### src/rtl/muldiv_unit.sv
// Iterative radix-2 multiply/divide unit with architectural HI/LO registers.
// Optional macro MULDIV_EARLY_EXIT_EN lets zero-operand multiplies and divide-by-zero skip RUN.
module muldiv_unit #(
  parameter int WIDTH           = 32,
  parameter int STEPS_PER_CYCLE = 1
) (
  input  logic             clk,
  input  logic             reset,
  input  logic             start,
  input  logic [2:0]       op,
  input  logic [WIDTH-1:0] a,
  input  logic [WIDTH-1:0] b,
  output logic             busy,
  output logic             done,
  output logic             divzero,
  output logic [WIDTH-1:0] hi,
  output logic [WIDTH-1:0] lo
);

  localparam int ITER = WIDTH / STEPS_PER_CYCLE;
  localparam int CW   = $clog2(ITER + 1);

  typedef enum logic [1:0] {S_IDLE, S_RUN, S_FINISH} state_t;

  // Handshake: start is sampled only in S_IDLE; busy stays high from the
  // accepting edge until the result edge; done pulses for one cycle once
  // hi/lo hold the new result, and divzero is meaningful only alongside it.
  state_t           state;
  logic [CW-1:0]    cnt;
  logic [WIDTH-1:0] acc_h, acc_l, opb, a_raw;
  logic             is_div, neg_q, neg_r, dz;

  logic [WIDTH-1:0] mag_a, mag_b;
  logic             early;

  assign mag_a = (op[0] && a[WIDTH-1]) ? -a : a;
  assign mag_b = (op[0] && b[WIDTH-1]) ? -b : b;

`ifdef MULDIV_EARLY_EXIT_EN
  assign early = op[1] ? (b == '0) : ((a == '0) || (b == '0));
`else
  assign early = 1'b0;
`endif

  // STEPS_PER_CYCLE radix-2 steps: shift-add multiply or restoring divide.
  logic [WIDTH-1:0] nh, nl;
  logic [WIDTH:0]   sh, sum;

  always_comb begin
    nh  = acc_h;
    nl  = acc_l;
    sh  = '0;
    sum = '0;
    for (int i = 0; i < STEPS_PER_CYCLE; i++) begin
      if (is_div) begin
        sh = {nh, nl[WIDTH-1]};
        nl = nl << 1;
        if (sh >= {1'b0, opb}) begin
          nh    = sh[WIDTH-1:0] - opb;
          nl[0] = 1'b1;
        end else begin
          nh = sh[WIDTH-1:0];
        end
      end else begin
        sum = {1'b0, nh} + (nl[0] ? {1'b0, opb} : '0);
        nl  = {sum[0], nl[WIDTH-1:1]};
        nh  = sum[WIDTH:1];
      end
    end
  end

  logic [2*WIDTH-1:0] prod_u, prod_s;
  logic [WIDTH-1:0]   quo, rem;

  assign prod_u = {acc_h, acc_l};
  assign prod_s = neg_q ? -prod_u : prod_u;
  assign quo    = neg_q ? -acc_l : acc_l;
  assign rem    = neg_r ? -acc_h : acc_h;

  always_ff @(posedge clk) begin
    if (!reset) begin
      state   <= S_IDLE;
      cnt     <= '0;
      acc_h   <= '0;
      acc_l   <= '0;
      opb     <= '0;
      a_raw   <= '0;
      is_div  <= 1'b0;
      neg_q   <= 1'b0;
      neg_r   <= 1'b0;
      dz      <= 1'b0;
      busy    <= 1'b0;
      done    <= 1'b0;
      divzero <= 1'b0;
      hi      <= '0;
      lo      <= '0;
    end else begin
      done    <= 1'b0;
      divzero <= 1'b0;
      case (state)
        S_IDLE: begin
          if (start) begin
            if (!op[2]) begin
              is_div <= op[1];
              neg_q  <= op[0] & (a[WIDTH-1] ^ b[WIDTH-1]);
              neg_r  <= op[0] & a[WIDTH-1];
              dz     <= op[1] & (b == '0);
              a_raw  <= a;
              acc_h  <= '0;
              cnt    <= CW'(ITER);
              busy   <= 1'b1;
              state  <= early ? S_FINISH : S_RUN;
              if (op[1]) begin
                acc_l <= mag_a;
                opb   <= mag_b;
              end else begin
                // An early-exit multiply must finish with a zero product.
                acc_l <= early ? '0 : mag_b;
                opb   <= mag_a;
              end
            end else if (op == 3'b100) begin
              hi <= a;
            end else if (op == 3'b101) begin
              lo <= a;
            end
          end
        end
        S_RUN: begin
          acc_h <= nh;
          acc_l <= nl;
          cnt   <= cnt - CW'(1);
          if (cnt == CW'(1)) state <= S_FINISH;
        end
        S_FINISH: begin
          if (is_div) begin
            if (dz) begin
              hi      <= a_raw;
              lo      <= '1;
              divzero <= 1'b1;
            end else begin
              hi <= rem;
              lo <= quo;
            end
          end else begin
            {hi, lo} <= prod_s;
          end
          done  <= 1'b1;
          busy  <= 1'b0;
          state <= S_IDLE;
        end
        default: state <= S_IDLE;
      endcase
    end
  end

endmodule

### config.mk
export PLATFORM = sky130hd
export DESIGN_NAME = muldiv_unit
export DESIGN_NICKNAME = d
export VERILOG_FILES = /design/src/rtl/muldiv_unit.sv
export SDC_FILE = /design/constraint.sdc
export NUM_CORES = 1
export LEC_CHECK = 0
export CORE_ASPECT_RATIO = 2
export CORE_MARGIN = 1.5
export CORE_UTILIZATION = 25
export CTS_BUF_LIST = sky130_fd_sc_hd__clkbuf_8
export DETAILED_ROUTE_END_ITERATION = 10
export HOLD_SLACK_MARGIN = 0.02
export MAX_ROUTING_LAYER = met4
export PLACE_DENSITY = 0.48
export SYNTH_ARGS = -nofsm -noshare
export SYNTH_HDL_FRONTEND = slang
export SYNTH_SLANG_ARGS = --single-unit
### constraint.sdc
create_clock -name clk -period 3.95 [get_ports clk]
set_input_delay 0.79 -clock clk [delete_from_list [all_inputs] [get_ports clk]]
set_output_delay 0.79 -clock clk [all_outputs]
set_load 0.01 [all_outputs]
== Word level (Yosys, flattened, before mapping) ==
Index checks and enable logic that the tools add are counted.

* Bits in registers: 207
* Output and inout port bits: 67
* Bits of input ports: 70
* Word-level logic and storage cells: 97

* Add/subtract/negate cells: 8
* Bitwise operators: 5
* Muxes and demuxes: 43
* Reductions and logical operators: 13
* Magnitude comparators: 1
* Equality and inequality tests: 12

{| class="wikitable"
|+ Operators with widths
! operator !! number
|-
| $mux 32 || 25
|-
| $pmux 32 s2 || 4
|-
| $neg 32->32 || 4
|-
| $mux 64 || 1
|-
| $neg 64->64 || 1
|-
| $add 32x32->33 || 1
|-
| $ge 33x32->1 || 1
|-
| $logic_not 32->1 || 1
|-
| $sub 32x32->32 || 1
|-
| $reduce_and 3->1 || 5
|-
| $ne 2x2->1 const B || 7
|-
| $mux 6 || 2
|-
| $pmux 6 s2 || 1
|-
| $eq 3x3->1 const B || 2
|-
| $eq 6x1->1 const B || 1
|-
| $mux 2 || 3
|-
| $sub 6x1->6 const B || 1
|-
| $mux 1 || 5
|-
| $reduce_and 5->1 || 1
|-
| $pmux 2 s2 || 1
|-
| $reduce_and 4->1 || 1
|-
| $reduce_bool 2->1 || 2
|-
| $and 1x1->1 || 3
|-
| $eq 2x1->1 const B || 1
|-
| other kinds (6) || 7
|}

== Logic depth before layout (Yosys ltp) ==
Gate-level depths: netlist (run 1).

* Depth after elaboration: 6
* Depth in mapped cells: 15
* Depth with buffers taken out: 13

== Worst setup path before layout (run 1) ==
No wires, ideal clock.

* Kind: register -> register
* Start: reg acc_l[0]
* End: reg acc_h[27]
* Cell stages (with the launch flop): 15
* Period minus slack after synthesis: 3.260 ns
* Required time: 3.892 ns
* Setup slack: 0.690 ns
* Data arrival time: 3.202 ns
* Setup time: 0.058 ns
* Buffers on the path: 2
* Path through: dfxtp_1 clkbuf_1 inv_1 clkbuf_1 nor2_1 ha_1 and2_1 a222oi_1 and3b_1 a21oi_1 or2_2 a31oi_1 mux2_2 nor2_1 o22a_1

* Cells in the longest elaborated chain, start to end: 4

{| class="wikitable"
|+ Ends and longest elaborated chain
! item !! RTL line !! source
|-
| start: declaration || 30 || <nowiki>logic [WIDTH-1:0] acc_h, acc_l, opb, a_raw;</nowiki>
|-
| start signal: assignment || 114 || <nowiki>acc_l <= mag_a;</nowiki>
|-
| start signal: assignment || 118 || <nowiki>acc_l <= early ? '0 : mag_b;</nowiki>
|-
| start signal: assignment || 130 || <nowiki>acc_l <= nl;</nowiki>
|-
| $mux 32 || 65 || <nowiki>sum = {1'b0, nh} + (nl[0] ? {1'b0, opb} : '0);</nowiki>
|-
| $add 32x32->33 || 65 ||
|-
| $mux 32 || 55 || <nowiki>if (is_div) begin</nowiki>
|-
| $pmux 32 s2 || 100 || <nowiki>case (state)</nowiki>
|-
| end signal: assignment || 129 || <nowiki>acc_h <= nh;</nowiki>
|-
| end: declaration || 30 ||
|}

No other way between the ends.
A chain may end at the register's enable or synchronous reset.

== Worst setup path after layout (run 1) ==
* Start: reg acc_l[9]
* End: reg hi[25]

* Cells in the longest elaborated chain, start to end: 4

{| class="wikitable"
|+ Ends and longest elaborated chain
! item !! RTL line !! source
|-
| $neg 64->64 || 76 || <nowiki>assign prod_s = neg_q ? -prod_u : prod_u;</nowiki>
|-
| $mux 64 || 76 ||
|-
| $mux 32 || 135 || <nowiki>if (is_div) begin</nowiki>
|-
| $pmux 32 s2 || 100 ||
|-
| end signal: assignment || 137 || <nowiki>hi <= a_raw;</nowiki>
|-
| end signal: assignment || 141 || <nowiki>hi <= rem;</nowiki>
|-
| end signal: assignment || 145 || <nowiki>{hi, lo} <= prod_s;</nowiki>
|-
| end: declaration || 16 || <nowiki>output logic [WIDTH-1:0] hi,</nowiki>
|}

No other way between the ends.

==> reports/results.txt, run 1 <==
final setup TNS: 0 ns
CTS root buffer: clkbuf_8
residual DRC count: 0
post-synthesis sequential element count: 207
leading area contributor after synthesis: dfxtp_1
dpl cell area: 19,900 µm²
Design Area, Final: 20,600 µm²
Clock Latency Late Sink: 0.62 ns
CP startpoint kind: register
PwrDens: 317 nW/µm²
Max Buffers Root-to-Sink: 3
commonest non-fill, non-tap cell in the layout: nand2_1
f_max: 277 MHz
period utilization: 91.5%
wire per inst: 26.5 µm
Synth Flop Type: dfxtp_1
most frequent cells in the layout: nand2_1 (342), a21oi_1 (245), dfxtp_1 (204)
layout cells sized above 1: 11.4%
PostCTS Resize Cnt: 0
first-pass GRT wire length: 128 mm
final slew viol count: 0
Hold Path Depth: 2
outcome: finished, final reports clean
worst min-delay path class: register to register
post-detailed-route count of antenna-violating nets: 0
Worst Path Required: 4.43 ns
initial core utilization: 25.2%
CP endpoint kind: register
I/O Pins: 137
Die ar.: 68,800 µm²
final setup violation count: 0
IO Port Bufs: 136
final design utilization: 31.0%
minimum clock period: 3.62 ns
NumNets Final: 2,618
largest net degree at the start of global routing: 63
sequential cell area fraction in the yosys report: 24.7%
initial antenna violation count: 2
routability cong.: 1.03
Synth cell types: 84
worst reg2reg path endpoint: hi[25]$_SDFFE_PN0P_
Worst-Margin Slew: 0.989 ns
vias in the first global route: 18.6k
Worst slew margin: 33.9%
post-synthesis net count: 2,452
R2R Setup Slk: 0.33 ns
Crit. Startpoint: acc_l[9]$_SDFFE_PN0P_
Die X: 186 µm
Worst Hold End: opb[10]$_SDFFE_PN0P_
initial DRC count: 1,268
Mapped Avg Cell Area: 7.26 µm²
LEAKAGE: 0.00775 µW
Synth Instances: 2,310
total CTS buffers: 36
Area Overhead vs Synth: 22.9%
global-route usage over all layers: 26.6%
Synthesis Warnings: 0
Crit path arrival time: 4.09 ns
gr ovfl total: 0
top-area cell type share of the netlist area: 24.7%
Clk pin slew, worst setup/hold paths: 0.07 ns
Rows: 134
# Post-CTS Setup Buffers: 0
FF-to-FF path depth: 9
Max FO, Critical Path: 4
DR vias/cell: 5.44
# hold bufs at CTS: 0
routed wire length: 89.6 mm
CORE AREA: 66,600 µm²
Clock Skews: 0.0296 ns
max cap viols: 0
via count: 18.4k
hold_sp: opb[10]$_SDFFE_PN0P_
synth top area cells: dfxtp_1 (25%), nand2_1 (7.7%), a21oi_1 (7.3%)
Pwr Total: 6540 µW
asr flop ratio synth: 0%
number of synthesized flops with an enable pin: 0
Synth Cell Area: 16,800 µm²
maximum VDD drop: 0.229 mV
R2R Path Start: acc_l[9]$_SDFFE_PN0P_
H-tree depth: 2
RSZ-0062 raised after global routing: false
Sink Count: 207
CP Class: register to register
Die Span Y: 369 µm
CTS tree: yes
dpl hpwl: 70.3 mm
Fin Hold WS: 0.452 ns
Hold Fails Final Rpt: 0
Pre-antenna DRT Iters: 5
==> area by class of cell <==
| class | count | area (µm²) |
|---|---|---|
| clock buffer | 47 | 647 |
| inverter | 67 | 254 |
| tap | 884 | 1110 |
| timing repair buffer | 316 | 2720 |
| sequential | 207 | 4150 |
| antenna | 1 | 2.50 |
| clock inverter | 14 | 66.3 |
| multi-input combinational | 1848 | 11700 |
| fill | 7304 | 45900 |
==> worst max-delay path by stage <==
stage	endpoint	slack [ns]	cells past startpoint
final	hi[25]$_SDFFE_PN0P_	0.33	9
after global routing	acc_h[27]$_SDFFE_PN0P_	0.10	14
after CTS	acc_h[27]$_SDFFE_PN0P_	0.36	13
after detailed placement	acc_l[23]$_SDFFE_PN0P_	0.25	11
after global placement	opb[30]$_SDFFE_PN0P_	0.30	9
after floorplan	acc_h[27]$_SDFFE_PN0P_	0.69	14
==> power by group <==
group | switching [µW] | total [µW] | internal, µW
clock | 1080 | 2140 | 1060
sequential | 102 | 2290 | 2190
combinational | 1330 | 2120 | 789
==> worst max-delay path, cell delays in order (launching register included) <==
cell	delay [ns]
dfxtp_1	0.37
or4_1	0.61
nor4_1	0.72
nand3_1	0.39
nor2_1	0.35
nand2_1	0.19
o21ai_0	0.26
xnor2_1	0.08
o21ai_0	0.37
o21ai_0	0.15
==> cells in the mapped netlist, drive strengths merged (12+ instances only) <==
| master | instances |
|---|---|
| dfxtp | 207 |
| buf | 23 |
| a21oi | 245 |
| nor2 | 172 |
| a22oi | 17 |
| inv | 67 |
| clkbuf | 165 |
| o41ai | 15 |
| o31ai | 24 |
| nand2b | 19 |
| a21o | 29 |
| and3 | 16 |
| ha | 70 |
| and2 | 16 |
| o221ai | 36 |
| or3 | 21 |
| or2 | 12 |
| nor3 | 34 |
| nand2 | 342 |
| o211ai | 29 |
| nand4 | 16 |
| mux2i | 71 |
| xnor2 | 114 |
| nor4 | 18 |
| or4 | 20 |
| o21a | 13 |
| o21ai | 169 |
| a211oi | 46 |
| xor2 | 88 |
| a31oi | 18 |
| nand3 | 44 |
| a221oi | 26 |
==> sequential cells by signal, summed over array words and instances, names as in the netlist <==
register  cells
a_raw        32
acc_h        32
acc_l        32
hi           32
lo           32
opb          32
cnt           6
state         2
busy          1
divzero       1
done          1
dz            1
is_div        1
neg_q         1
neg_r         1
==> cells by family (layout without fill, tap and decap cells) <==
| family | after synthesis | in the layout | synth area share [%] |
|---|---|---|---|
| xor gates and xnor gates | 202 | 202 | 10.5 |
| buffers and inverters | 255 | 444 | 5.88 |
| other | 0 | 1 | 0 |
| adders and majority gates | 72 | 72 | 5.46 |
| AOI/OAI and AO/OA | 737 | 737 | 28.0 |
| and+or+nand+nor | 759 | 759 | 20.7 |
| DFF | 207 | 207 | 24.7 |
| muxes | 78 | 78 | 4.71 |
==> per-stage QoR <==
stage / cells / setup WS [ns]
after floorplan: 2310 / 0.690
final: 3384 / 0.334
after CTS: 3383 / 0.359
after global placement: 3322 / 0.302
after global routing: 3384 / 0.101
after detailed placement: 3322 / 0.248
==> per-layer routing <==
metal / global-route usage, % / vias up / share of wire (%)
met4: 24.4 / 0 / 11
met1: 25.3 / 8853 / 34
met3: 2.33 / 260 / 4.0
met5: - / - / 0
li1: - / 8610 / -
met2: 46.8 / 693 / 51
(Power assumes the default switching activity.)
==> run 2, diff against run 1 <==
--- a/config.mk
+++ b/config.mk
@@ -16,3 +16,4 @@
 export SYNTH_ARGS = -nofsm -noshare
 export SYNTH_HDL_FRONTEND = slang
 export SYNTH_SLANG_ARGS = --single-unit
+export TNS_END_PERCENT = 10
==> results of run 2 <==
The final DEF is identical to that of run 1; final timing and power are the same.
==> run 3, diff against run 2 <==
--- a/config.mk
+++ b/config.mk
@@ -13,6 +13,7 @@
 export HOLD_SLACK_MARGIN = 0.02
 export MAX_ROUTING_LAYER = met4
 export PLACE_DENSITY = 0.48
+export REMOVE_ABC_BUFFERS = 1
 export SYNTH_ARGS = -nofsm -noshare
 export SYNTH_HDL_FRONTEND = slang
 export SYNTH_SLANG_ARGS = --single-unit
==> reports/results.txt, run 3 (synthesized netlist as in run 1, its figures left out) <==
hold_sp: a_raw[29]$_SDFFE_PN0P_
Worst-Margin Slew: 0.987 ns (-0.00104 ns)
routability cong.: 0.938 (-8.9%)
Design Area, Final: 20,200 µm² (-2.1%)
most used cell, CP: a211oi_1
largest net degree at the start of global routing: 86 (+37%)
Worst slew margin: 33.9% (about the same)
M2 GR Usage: 42.1% (-4.8 points)
Worst path slowest cell: a211oi_1
worst min-delay path class: register to register
Worst Hold End: a_raw[29]$_SDFFE_PN0P_
Worst Path Required: 4.48 ns (+0.05 ns)
Max Buffers Root-to-Sink: 3 (unchanged)
# Post-CTS Setup Buffers: 0 (unchanged)
fill cell count: 7,259 (-0.62%)
total CTS buffers: 36 (unchanged)
wire per inst: 23.2 µm (-13%)
Hold Fails Final Rpt: 0 (unchanged)
worst reg2reg path endpoint: acc_h[30]$_SDFFE_PN0P_
Fin Hold WS: 0.453 ns (+0.00107 ns)
CP Class: register to register
Top Family by Delay on Critical Path: compound AO/OA/AOI/OAI gates
Die ar.: 68,800 µm² (unchanged)
Crit path arrival time: 4.21 ns (+0.12 ns)
Pre-antenna DRT Iters: 5 (unchanged)
R2R Setup Slk: 0.27 ns (-0.06 ns)
initial antenna violation count: 1 (-1)
final design utilization: 30.3% (-0.64 points)
global-route usage over all layers: 22.9% (-3.7 points)
post-detailed-route count of antenna-violating nets: 0 (unchanged)
via count: 17.9k (-2.7%)
Rows: 134 (unchanged)
delay of the slowest critical-path stage: 0.68 ns (-0.04 ns)
initial DRC count: 1,064 (-16%)
f_max: 272 MHz (-1.7%)
initial core utilization: 25.2% (unchanged)
CTS tree: yes
CTS root buffer: clkbuf_8
routed wire length: 77.0 mm (-14%)
PwrDens: 310 nW/µm² (-2.2%)
PnR worst setup slack: 0.273 ns (-0.0611 ns)
minimum clock period: 3.68 ns (+0.0611 ns)
commonest non-fill, non-tap cell in the layout: nand2_1
Worst Path Buf+Inv: 2 (+2)
gr busiest metal: met2
R2R Path Start: opb[7]$_SDFFE_PN0P_
I/O Pins: 137 (unchanged)
# hold bufs at CTS: 0 (unchanged)
CP endpoint kind: register
dpl cell area: 19,500 µm² (-2.0%)
layout cells sized above 1: 9.18% (-2.2 points)
maximum VDD drop: 0.213 mV (-7.2%)
FF-to-FF path depth: 12 (+3)
outcome: finished, final reports clean
IO Port Bufs: 136 (unchanged)
DR vias/cell: 5.39 (-1.0%)
gr ovfl total: 0 (unchanged)
Max FO, Critical Path: 5 (+1)
Area Overhead vs Synth: 20.4%
final slew viol count: 0 (unchanged)
grt met3 use: 2.23% (-0.098 points)
Die X: 186 µm (unchanged)
vias in the first global route: 18.2k (-2.1%)
Hold Path Depth: 2 (unchanged)
CP cell instances: inv_1 -> ha_1 -> a211oi_1 -> o21ai_0 -> a211oi_1 -> buf_4 -> a211oi_1 -> o21ai_1 -> a21bo_2 -> and3_1 -> o31a_1 -> o21ai_0
met1 global-route usage: 22.6% (-2.8 points)
CP startpoint kind: register
Clock Skews: 0.0346 ns (+0.00499 ns)
Die Span Y: 369 µm (unchanged)
final setup violation count: 0 (unchanged)
dpl hpwl: 60.1 mm (-15%)
RSZ-0062 raised after global routing: false
max cap viols: 0 (unchanged)
Sink Count: 207 (unchanged)
NumNets Final: 2,560 (-2.2%)
CORE AREA: 66,600 µm² (unchanged)
period utilization: 93.1% (+1.5 points)
most frequent cells in the layout: nand2_1 (342), a21oi_1 (245), dfxtp_1 (204)
H-tree depth: 2 (unchanged)
Clk pin slew, worst setup/hold paths: 0.07 ns (about the same)
first-pass GRT wire length: 114 mm (-11%)
Clock Latency Late Sink: 0.61 ns (about the same)
residual DRC count: 0 (unchanged)
LEAKAGE: 0.00747 µW (-3.6%)
Setup WS pre-CTS: 0.207 ns (-0.0411 ns)
==> run 3: final cells by class <==
| class | instances | area (µm²) | share of cell area (%) |
|---|---|---|---|
| multi-input cells | 1848 | 11700 | 57.9 |
| flip-flops and latches | 207 | 4150 | 20.5 |
| repair buffers | 258 | 2300 | 11.4 |
| well taps | 884 | 1110 | 5.48 |
| clock buffers | 45 | 619 | 3.07 |
| inverters | 67 | 254 | 1.26 |
| clock inverters | 16 | 70.1 | 0.347 |
| diodes | 1 | 2.50 | 0.0124 |
==> run 3: power breakdown <==
group	total [µW]	switching [µW]	internal, µW
sequential	2310	126	2190
clock	2070	1050	1020
combinational	1880	1150	734
total	6270	2330	3940
==> run 3: worst max path at each step <==
stage | slack (ns) | to | cells past startpoint | from
2_1_floorplan | -1.64 | acc_h[31]$_SDFFE_PN0P_ | 7 | start
3_3_place_gp | 0.20 | acc_l[24]$_SDFFE_PN0P_ | 10 | b[4]
3_5_place_dp | 0.21 | acc_l[24]$_SDFFE_PN0P_ | 10 | b[4]
4_1_cts | 0.29 | hi[24]$_SDFFE_PN0P_ | 13 | acc_h[1]$_SDFFE_PN0P_
5_1_grt | 0.21 | acc_h[30]$_SDFFE_PN0P_ | 12 | opb[7]$_SDFFE_PN0P_
6_report | 0.27 | acc_h[30]$_SDFFE_PN0P_ | 12 | opb[7]$_SDFFE_PN0P_
==> run 3: worst register-to-register path, stage by stage (launching register included) <==
cell	delay (ns)
dfxtp_1	0.39
inv_1	0.08
ha_1	0.36
a211oi_1	0.11
o21ai_0	0.57
a211oi_1	0.22
buf_4	0.20
a211oi_1	0.68
o21ai_1	0.19
a21bo_2	0.27
and3_1	0.18
o31a_1	0.23
o21ai_0	0.13
==> run 3: timing repair <==
action / 4_1_cts / 5_1_grt
endpoints found under the setup margin: 0 / 2
endpoints found under the hold margin: 0 / 0
gates resized for setup: 0 / 1
==> run 3: routing by layer <==
metal / up-vias / wire length [µm]
met5: - / 0
met1: 8510 / 27600
met4: 0 / 5510
met3: 239 / 2940
met2: 632 / 41000
li1: 8530 / -
==> run 3: stage by stage <==
step,TNS (ns),total power (µW),instances
CTS,0,6310,3325
floorplan,-63.03,3410,2122
finish,0,6270,3326
global placement,0,4210,3264
detailed placement,0,4220,3264
global route,0,6540,3326
